--- src/rtl/demux1to8_framer_if.sv ---
// Interface bundling the sample stream, the frame outputs and the status
// signals of demux1to8_framer.
//   slave  : seen by the framer (takes the input stream, drives the frame bank)
//   master : seen by the environment (drives the input stream, takes frames)
interface demux1to8_framer_if #(
  parameter int unsigned DW = 1
) ();

  // Input sample stream
  logic          in_valid;
  logic [DW-1:0] in_data;
  logic          in_sof;
  logic          in_ready;

  // Demultiplexed frame bank
  logic [DW-1:0] out0;
  logic [DW-1:0] out1;
  logic [DW-1:0] out2;
  logic [DW-1:0] out3;
  logic [DW-1:0] out4;
  logic [DW-1:0] out5;
  logic [DW-1:0] out6;
  logic [DW-1:0] out7;
  logic          out_valid;
  logic          out_ready;

  // Status
  logic [2:0]    sel_cur;
  logic          frame_err;

  modport slave (
    input  in_valid,
    input  in_data,
    input  in_sof,
    output in_ready,
    output out0,
    output out1,
    output out2,
    output out3,
    output out4,
    output out5,
    output out6,
    output out7,
    output out_valid,
    input  out_ready,
    output sel_cur,
    output frame_err
  );

  modport master (
    output in_valid,
    output in_data,
    output in_sof,
    input  in_ready,
    input  out0,
    input  out1,
    input  out2,
    input  out3,
    input  out4,
    input  out5,
    input  out6,
    input  out7,
    input  out_valid,
    output out_ready,
    input  sel_cur,
    input  frame_err
  );

endinterface

--- src/rtl/demux1to8_framer.sv ---
// 1-to-8 demultiplexing framer.
// Collects a serial stream of DW-bit samples into an 8-entry shadow bank,
// channel 0 marked by in_sof, and hands each complete frame to a
// double-buffered output bank (out0..out7 / out_valid / out_ready).
// Ports:
//   clk     : clock, rising edge
//   rst_n   : asynchronous active-low reset
//   bus_if  : demux1to8_framer_if.slave
//             in_valid/in_data/in_sof/in_ready : sample stream
//             out0..out7/out_valid/out_ready   : frame output bank
//             sel_cur                          : next channel to be written
//             frame_err                        : one-cycle framing error pulse
module demux1to8_framer #(
  parameter int unsigned DW = 1
) (
  input  logic                  clk,
  input  logic                  rst_n,
  demux1to8_framer_if.slave     bus_if
);

  localparam int unsigned NCH = 8;
  localparam int unsigned CW  = 3;

  typedef enum logic [1:0] {
    S_IDLE    = 2'd0,
    S_COLLECT = 2'd1,
    S_FULL    = 2'd2
  } state_e;

  state_e        state_q,     state_d;
  logic [CW-1:0] cnt_q,       cnt_d;
  logic [DW-1:0] shadow_q [NCH];
  logic [DW-1:0] shadow_d [NCH];
  logic [DW-1:0] obank_q  [NCH];
  logic [DW-1:0] obank_d  [NCH];
  logic          out_valid_q, out_valid_d;
  logic          frame_err_q, frame_err_d;
  logic          in_ready_q,  in_ready_d;

  logic          accept_c;
  logic          bank_free_c;
  logic          last_c;

  // Beat handshake and output-bank availability for this edge
  assign accept_c    = bus_if.in_valid && in_ready_q;
  assign bank_free_c = !out_valid_q || bus_if.out_ready;
  assign last_c      = (cnt_q == CW'(NCH - 1));

  // State and storage registers
  always_ff @(posedge clk or negedge rst_n) begin
    if (!rst_n) begin
      state_q     <= S_IDLE;
      cnt_q       <= '0;
      out_valid_q <= 1'b0;
      frame_err_q <= 1'b0;
      in_ready_q  <= 1'b0;
      for (int i = 0; i < NCH; i++) begin
        shadow_q[i] <= '0;
        obank_q[i]  <= '0;
      end
    end else begin
      state_q     <= state_d;
      cnt_q       <= cnt_d;
      out_valid_q <= out_valid_d;
      frame_err_q <= frame_err_d;
      in_ready_q  <= in_ready_d;
      for (int i = 0; i < NCH; i++) begin
        shadow_q[i] <= shadow_d[i];
        obank_q[i]  <= obank_d[i];
      end
    end
  end

  // Next-state, collection and transfer logic
  always_comb begin
    state_d     = state_q;
    cnt_d       = cnt_q;
    frame_err_d = 1'b0;
    for (int i = 0; i < NCH; i++) begin
      shadow_d[i] = shadow_q[i];
      obank_d[i]  = obank_q[i];
    end
    // A consumed frame drops out_valid unless a transfer below refills it
    out_valid_d = out_valid_q && !bus_if.out_ready;

    unique case (state_q)
      S_IDLE: begin
        if (accept_c) begin
          if (bus_if.in_sof) begin
            shadow_d[0] = bus_if.in_data;
            cnt_d       = CW'(1);
            state_d     = S_COLLECT;
          end else begin
            frame_err_d = 1'b1;
          end
        end
      end

      S_COLLECT: begin
        if (accept_c) begin
          if (bus_if.in_sof) begin
            // Restart: the partial frame is abandoned, this beat is channel 0
            frame_err_d = 1'b1;
            shadow_d[0] = bus_if.in_data;
            cnt_d       = CW'(1);
          end else begin
            shadow_d[cnt_q] = bus_if.in_data;
            cnt_d           = cnt_q + CW'(1);
            if (last_c) begin
              if (bank_free_c) begin
                // Channel 7 bypasses the shadow bank for single-cycle latency
                for (int i = 0; i < NCH - 1; i++) begin
                  obank_d[i] = shadow_q[i];
                end
                obank_d[NCH-1] = bus_if.in_data;
                out_valid_d    = 1'b1;
                state_d        = S_IDLE;
              end else begin
                state_d = S_FULL;
              end
            end
          end
        end
      end

      S_FULL: begin
        // out_valid is necessarily 1 here, so out_ready means consumption
        if (bus_if.out_ready) begin
          for (int i = 0; i < NCH; i++) begin
            obank_d[i] = shadow_q[i];
          end
          out_valid_d = 1'b1;
          state_d     = S_IDLE;
        end
      end

      default: begin
        state_d = S_IDLE;
        cnt_d   = '0;
      end
    endcase

    // Registered ready follows the state the block is about to enter
    in_ready_d = (state_d != S_FULL);
  end

  assign bus_if.in_ready  = in_ready_q;
  assign bus_if.out_valid = out_valid_q;
  assign bus_if.frame_err = frame_err_q;
  assign bus_if.sel_cur   = cnt_q;
  assign bus_if.out0      = obank_q[0];
  assign bus_if.out1      = obank_q[1];
  assign bus_if.out2      = obank_q[2];
  assign bus_if.out3      = obank_q[3];
  assign bus_if.out4      = obank_q[4];
  assign bus_if.out5      = obank_q[5];
  assign bus_if.out6      = obank_q[6];
  assign bus_if.out7      = obank_q[7];

endmodule

--- src/flat_wrapper.sv ---
// flat-port wrapper written by rule: the top's interface ports become plain ports
module demux1to8_framer_flat 
#(
  parameter int unsigned DW = 1
)
  (clk, rst_n, bus_if_in_valid, bus_if_in_data, bus_if_in_sof, bus_if_in_ready, bus_if_out0, bus_if_out1, bus_if_out2, bus_if_out3, bus_if_out4, bus_if_out5, bus_if_out6, bus_if_out7, bus_if_out_valid, bus_if_out_ready, bus_if_sel_cur, bus_if_frame_err);
  demux1to8_framer_if #(.DW(DW)) bus_if_i ();
  input  logic clk;
  input  logic rst_n;
  input wire logic [$bits(bus_if_i.in_valid)-1:0] bus_if_in_valid;
  input wire logic [$bits(bus_if_i.in_data)-1:0] bus_if_in_data;
  input wire logic [$bits(bus_if_i.in_sof)-1:0] bus_if_in_sof;
  output wire logic [$bits(bus_if_i.in_ready)-1:0] bus_if_in_ready;
  output wire logic [$bits(bus_if_i.out0)-1:0] bus_if_out0;
  output wire logic [$bits(bus_if_i.out1)-1:0] bus_if_out1;
  output wire logic [$bits(bus_if_i.out2)-1:0] bus_if_out2;
  output wire logic [$bits(bus_if_i.out3)-1:0] bus_if_out3;
  output wire logic [$bits(bus_if_i.out4)-1:0] bus_if_out4;
  output wire logic [$bits(bus_if_i.out5)-1:0] bus_if_out5;
  output wire logic [$bits(bus_if_i.out6)-1:0] bus_if_out6;
  output wire logic [$bits(bus_if_i.out7)-1:0] bus_if_out7;
  output wire logic [$bits(bus_if_i.out_valid)-1:0] bus_if_out_valid;
  input wire logic [$bits(bus_if_i.out_ready)-1:0] bus_if_out_ready;
  output wire logic [$bits(bus_if_i.sel_cur)-1:0] bus_if_sel_cur;
  output wire logic [$bits(bus_if_i.frame_err)-1:0] bus_if_frame_err;
  assign bus_if_i.in_valid = bus_if_in_valid;
  assign bus_if_i.in_data = bus_if_in_data;
  assign bus_if_i.in_sof = bus_if_in_sof;
  assign bus_if_in_ready = bus_if_i.in_ready;
  assign bus_if_out0 = bus_if_i.out0;
  assign bus_if_out1 = bus_if_i.out1;
  assign bus_if_out2 = bus_if_i.out2;
  assign bus_if_out3 = bus_if_i.out3;
  assign bus_if_out4 = bus_if_i.out4;
  assign bus_if_out5 = bus_if_i.out5;
  assign bus_if_out6 = bus_if_i.out6;
  assign bus_if_out7 = bus_if_i.out7;
  assign bus_if_out_valid = bus_if_i.out_valid;
  assign bus_if_i.out_ready = bus_if_out_ready;
  assign bus_if_sel_cur = bus_if_i.sel_cur;
  assign bus_if_frame_err = bus_if_i.frame_err;
  demux1to8_framer #(.DW(DW)) u_core (.clk(clk), .rst_n(rst_n), .bus_if(bus_if_i));
endmodule
--- config.mk ---
export PLATFORM = sky130hd
export DESIGN_NAME = demux1to8_framer_flat
export DESIGN_NICKNAME = d
export VERILOG_FILES = /design/src/rtl/demux1to8_framer_if.sv /design/src/rtl/demux1to8_framer.sv /design/src/flat_wrapper.sv
export SDC_FILE = /design/constraint.sdc
export NUM_CORES = 1
export LEC_CHECK = 0
export CAP_MARGIN = 20
export CORE_UTILIZATION = 35
export DETAILED_ROUTE_END_ITERATION = 7
export PLACE_DENSITY = 0.58
export SYNTH_ARGS = -nofsm -noshare
export SYNTH_HDL_FRONTEND = slang
export SYNTH_SLANG_ARGS = --single-unit
--- constraint.sdc ---
create_clock -name clk -period 4.09 [get_ports clk]
set_clock_uncertainty 0.15 [all_clocks]
set_input_delay 0.818 -clock clk [delete_from_list [all_inputs] [get_ports clk]]
set_output_delay 0.818 -clock clk [all_outputs]
set_load 0.01 [all_outputs]
==> results.md <==
- Async SR Flop Fraction: 100%
- Non-filler cells, final: 179
- Seq/Total Area, Yosys: 47.3%
- Clock group share of total power: approximately a fifth
- Detailed Routing Iterations Pass 1: 4
- Clock root cell: clkbuf_4
- Max H-tree Level: 1
- Sequential share of power: roughly two fifths
- Delay of the slowest critical-path stage: just under 0.6 ns
- Leakage: 0.722 nW
- Main combinational cell family by area after synthesis: multiplexers
- Sw Ratio: around 32%
- Hold WC Path Type: flop to flop
- Grt ovf: 0
- Die Area: between 3000 and 4000 sq um
- Critical setup path kind: flop to output port
- Synth Area in XOR/XNOR: 0%
- Hold Crit Start: u_core.bus_if.out2$_DFFE_PN0P_
- Switching power: about 0.00026 W
- Post-Synth Adder-Cell Area: under 10%
- CTS Hold Buffers Added: 0
- Crit path arrival time: between 1 and 1.5 ns
- Iteration-0 DRC Markers: between 40 and 50
- Synth Area in Simple Gates: 15.0%
- Die Wd: ~62 um
- Worst-path cell chain: clkdlybuf4s50_1
- Crit path max fanout: 8
- Final Slew Violations: 0
- Number of CTS-inserted buffers: 3
- Antenna Cells: 0
- Fin area: roughly 1600 sq um
- Multiplexer share of the synthesized area: between 10% and 20%
- Mapped Avg Cell Area: ~12 sq um
- Pwr Density: ~500 nW/um^2
- Reg-to-reg startpoint: u_core.state_q[1]$_DFF_PN0_
- Routability-driven placement congestion ratio: slightly below 0.8
- Synth warn: 0
- Ratio of cells with drive above 1 in the final layout: approximately 17%
- Unrepaired setup endpoints after global routing: no
- Tot GR Track Use: between 10% and 20%
- Via density: between 4 and 5
- Antenna violations before repair: 0
- Cell Area, Placed: between 1500 and 2000 sq um
- R2R Setup Slk: 1.88 ns
- Combinational Power Share: roughly 37%
- Core Area: roughly 3400 sq um
- Worst slew pin tran: 0.337 ns
- Worst R2R End: u_core.shadow_q[6]$_DFFE_PN0P_
- WL final: about 2300 um
- Final setup viols: 0
- Max stage delay cell, worst path: clkdlybuf4s50_1
- DRC Markers: 0
- Nets: 148
- Inst Count DP: about 170
- CP required: 3.12 ns
- Netlist cell types: 31
- Post-synth top area cell: dfrtp_1
- CTS tree: yes
- Cell internal pwr: roughly 0.00053 W
- Starting Density: roughly 37%
- Cell depth of the worst setup path: 1
- Synth area leaders: dfrtp_1 (47%), ha_1 (7.9%), mux2_1 (7.1%)
- First-pass GRT wire length: about 4100 um
- Clk sinks: 24
- Yosys reg bits: 24
- FMAX: 423 MHz
- Max VDD drop: between 0.0002 and 0.00025 V
- IO Pins: 20
- Post-CTS setup buffer count: 0
- Post-route minimum period: 2.37 ns
- Vias in the first global route: roughly 900
- Synth Flop Type: dfrtp_1
- Top post-synthesis cells by count: dfrtp_1 (24), nor2_1 (11)
- Buf/Inv on CP: 1
- Crit. Startpoint: u_core.bus_if.sel_cur[2]$_DFFE_PN0P_
- Cells after Synth: between 100 and 150
- CP delay by family, top: buffers and inverters
- Worst skew pair latency: between 0.3 and 0.4 ns
- Post-DP HPWL: 1720 um
- Worst setup endpoint: bus_if_sel_cur[2]
- Antenna viol nets, final: 0
- Normalized max-slew margin: between 70 and 80%
- Clock buffer depth: 2
- Clock transition at path regs: roughly 0.13 ns
- Post-synth top area share: a little under half
- Post_cts resized: 0
- Final period utilization: 57.8%
- Final Hold Vio Count: 0
- Largest net degree at the start of global routing: 25
- Reg2Reg Depth: 6
- # port buffers: 19
- Syn Std Cell Area: about 1300 sq um
- Die Y: ~62 um
- Syn Nets: between 100 and 150
- Status: completed
- Rows: 21
- Count leader, synth: dfrtp_1
- Area grow syn2layout: 25.5%
- Worst setup SP type: flop
- Final setup TNS: 0 ns
- CP endpoint kind: output port
- Max-Cap Viols: 0
- Vias: between 800 and 900
- WL per Instance: approximately 13 um
- Number of flops mapped to enable cells by yosys: 0
- Compound-Gate Fraction of Synth Area: 9.76%
-- power groups by stage --
stage / logic, W / registers [W] / clock network [W]
after global placement: 0.000288 / 0.000333 / 0
after detailed placement: 0.000292 / 0.000335 / 0
after floorplan: 0.000178 / 0.000338 / 0
after CTS: 0.000295 / 0.000330 / 0.000176
after global routing: 0.000328 / 0.000336 / 0.000185
final: 0.000294 / 0.000329 / 0.000169
-- area by class of cell --
type / count / area [sq um]
Sequential cell: 24 / 601
Tap cell: 46 / 57.6
Clock buffer: 3 / 22.5
Fill cell: 328 / 1820
Multi-Input combinational cell: 77 / 634
Clock inverter: 1 / 30.0
Inverter: 8 / 30.0
Timing Repair Buffer: 20 / 218
-- registers in the layout, summed over array words and instances (netlist names) --
register                 count
u_core.bus_if.out5           1
u_core.bus_if.in_ready       1
u_core.bus_if.out3           1
u_core.bus_if.sel_cur        3
u_core.bus_if.out4           1
u_core.state_q               2
u_core.bus_if.out1           1
u_core.bus_if.out7           1
u_core.bus_if.out0           1
u_core.bus_if.out2           1
u_core.shadow_q              8
u_core.bus_if.out_valid      1
u_core.bus_if.frame_err      1
u_core.bus_if.out6           1
-- layout by cell type (no fill, tap or decap), types with 4 or more instances in the layout --
master,n
mux2_2,8
nand2_1,8
mux2i_1,4
nor2_1,11
inv_1,7
mux2_1,8
ha_1,8
dfrtp_1,24
clkdlybuf4s50_1,19
-- metal layers --
metal	up-vias	global-route usage, %	part of all wire [%]
met5	-	0	0
met3	2	2.21	4.0
met4	0	4.36	0.78
met1	423	18.9	51
met2	19	20.9	44
li1	434	-	-
-- worst min-delay path by stage --
stage                                          end  cells after the start
floorplan           u_core.bus_if.out1$_DFFE_PN0P_                      1
global placement    u_core.bus_if.out2$_DFFE_PN0P_                      1
detailed placement  u_core.bus_if.out2$_DFFE_PN0P_                      1
CTS                 u_core.bus_if.out2$_DFFE_PN0P_                      1
global route        u_core.bus_if.out4$_DFFE_PN0P_                      1
finish              u_core.bus_if.out2$_DFFE_PN0P_                      1
-- kinds of logic after synthesis --
group,after synthesis
adders and majority gates,8
muxes,20
AOI/OAI and AO/OA,14
DFF,24
buffers and inverters,9
and+or+nand+nor,35
-- through the flow --
stage / power [W] / hold slack (ns) / util (%) / setup slack [ns]
2_1_floorplan: 0.000516 / 0.310 / - / 2.09
3_3_place_gp: 0.000622 / 0.320 / 44.3 / 1.48
3_5_place_dp: 0.000627 / 0.326 / 44.3 / 1.42
4_1_cts: 0.000800 / 0.358 / 45.8 / 1.71
5_1_grt: 0.000849 / 0.380 / 46.6 / 1.63
6_report: 0.000792 / 0.352 / 46.6 / 1.72
No activity file was read; power rests on OpenSTA's default activity.
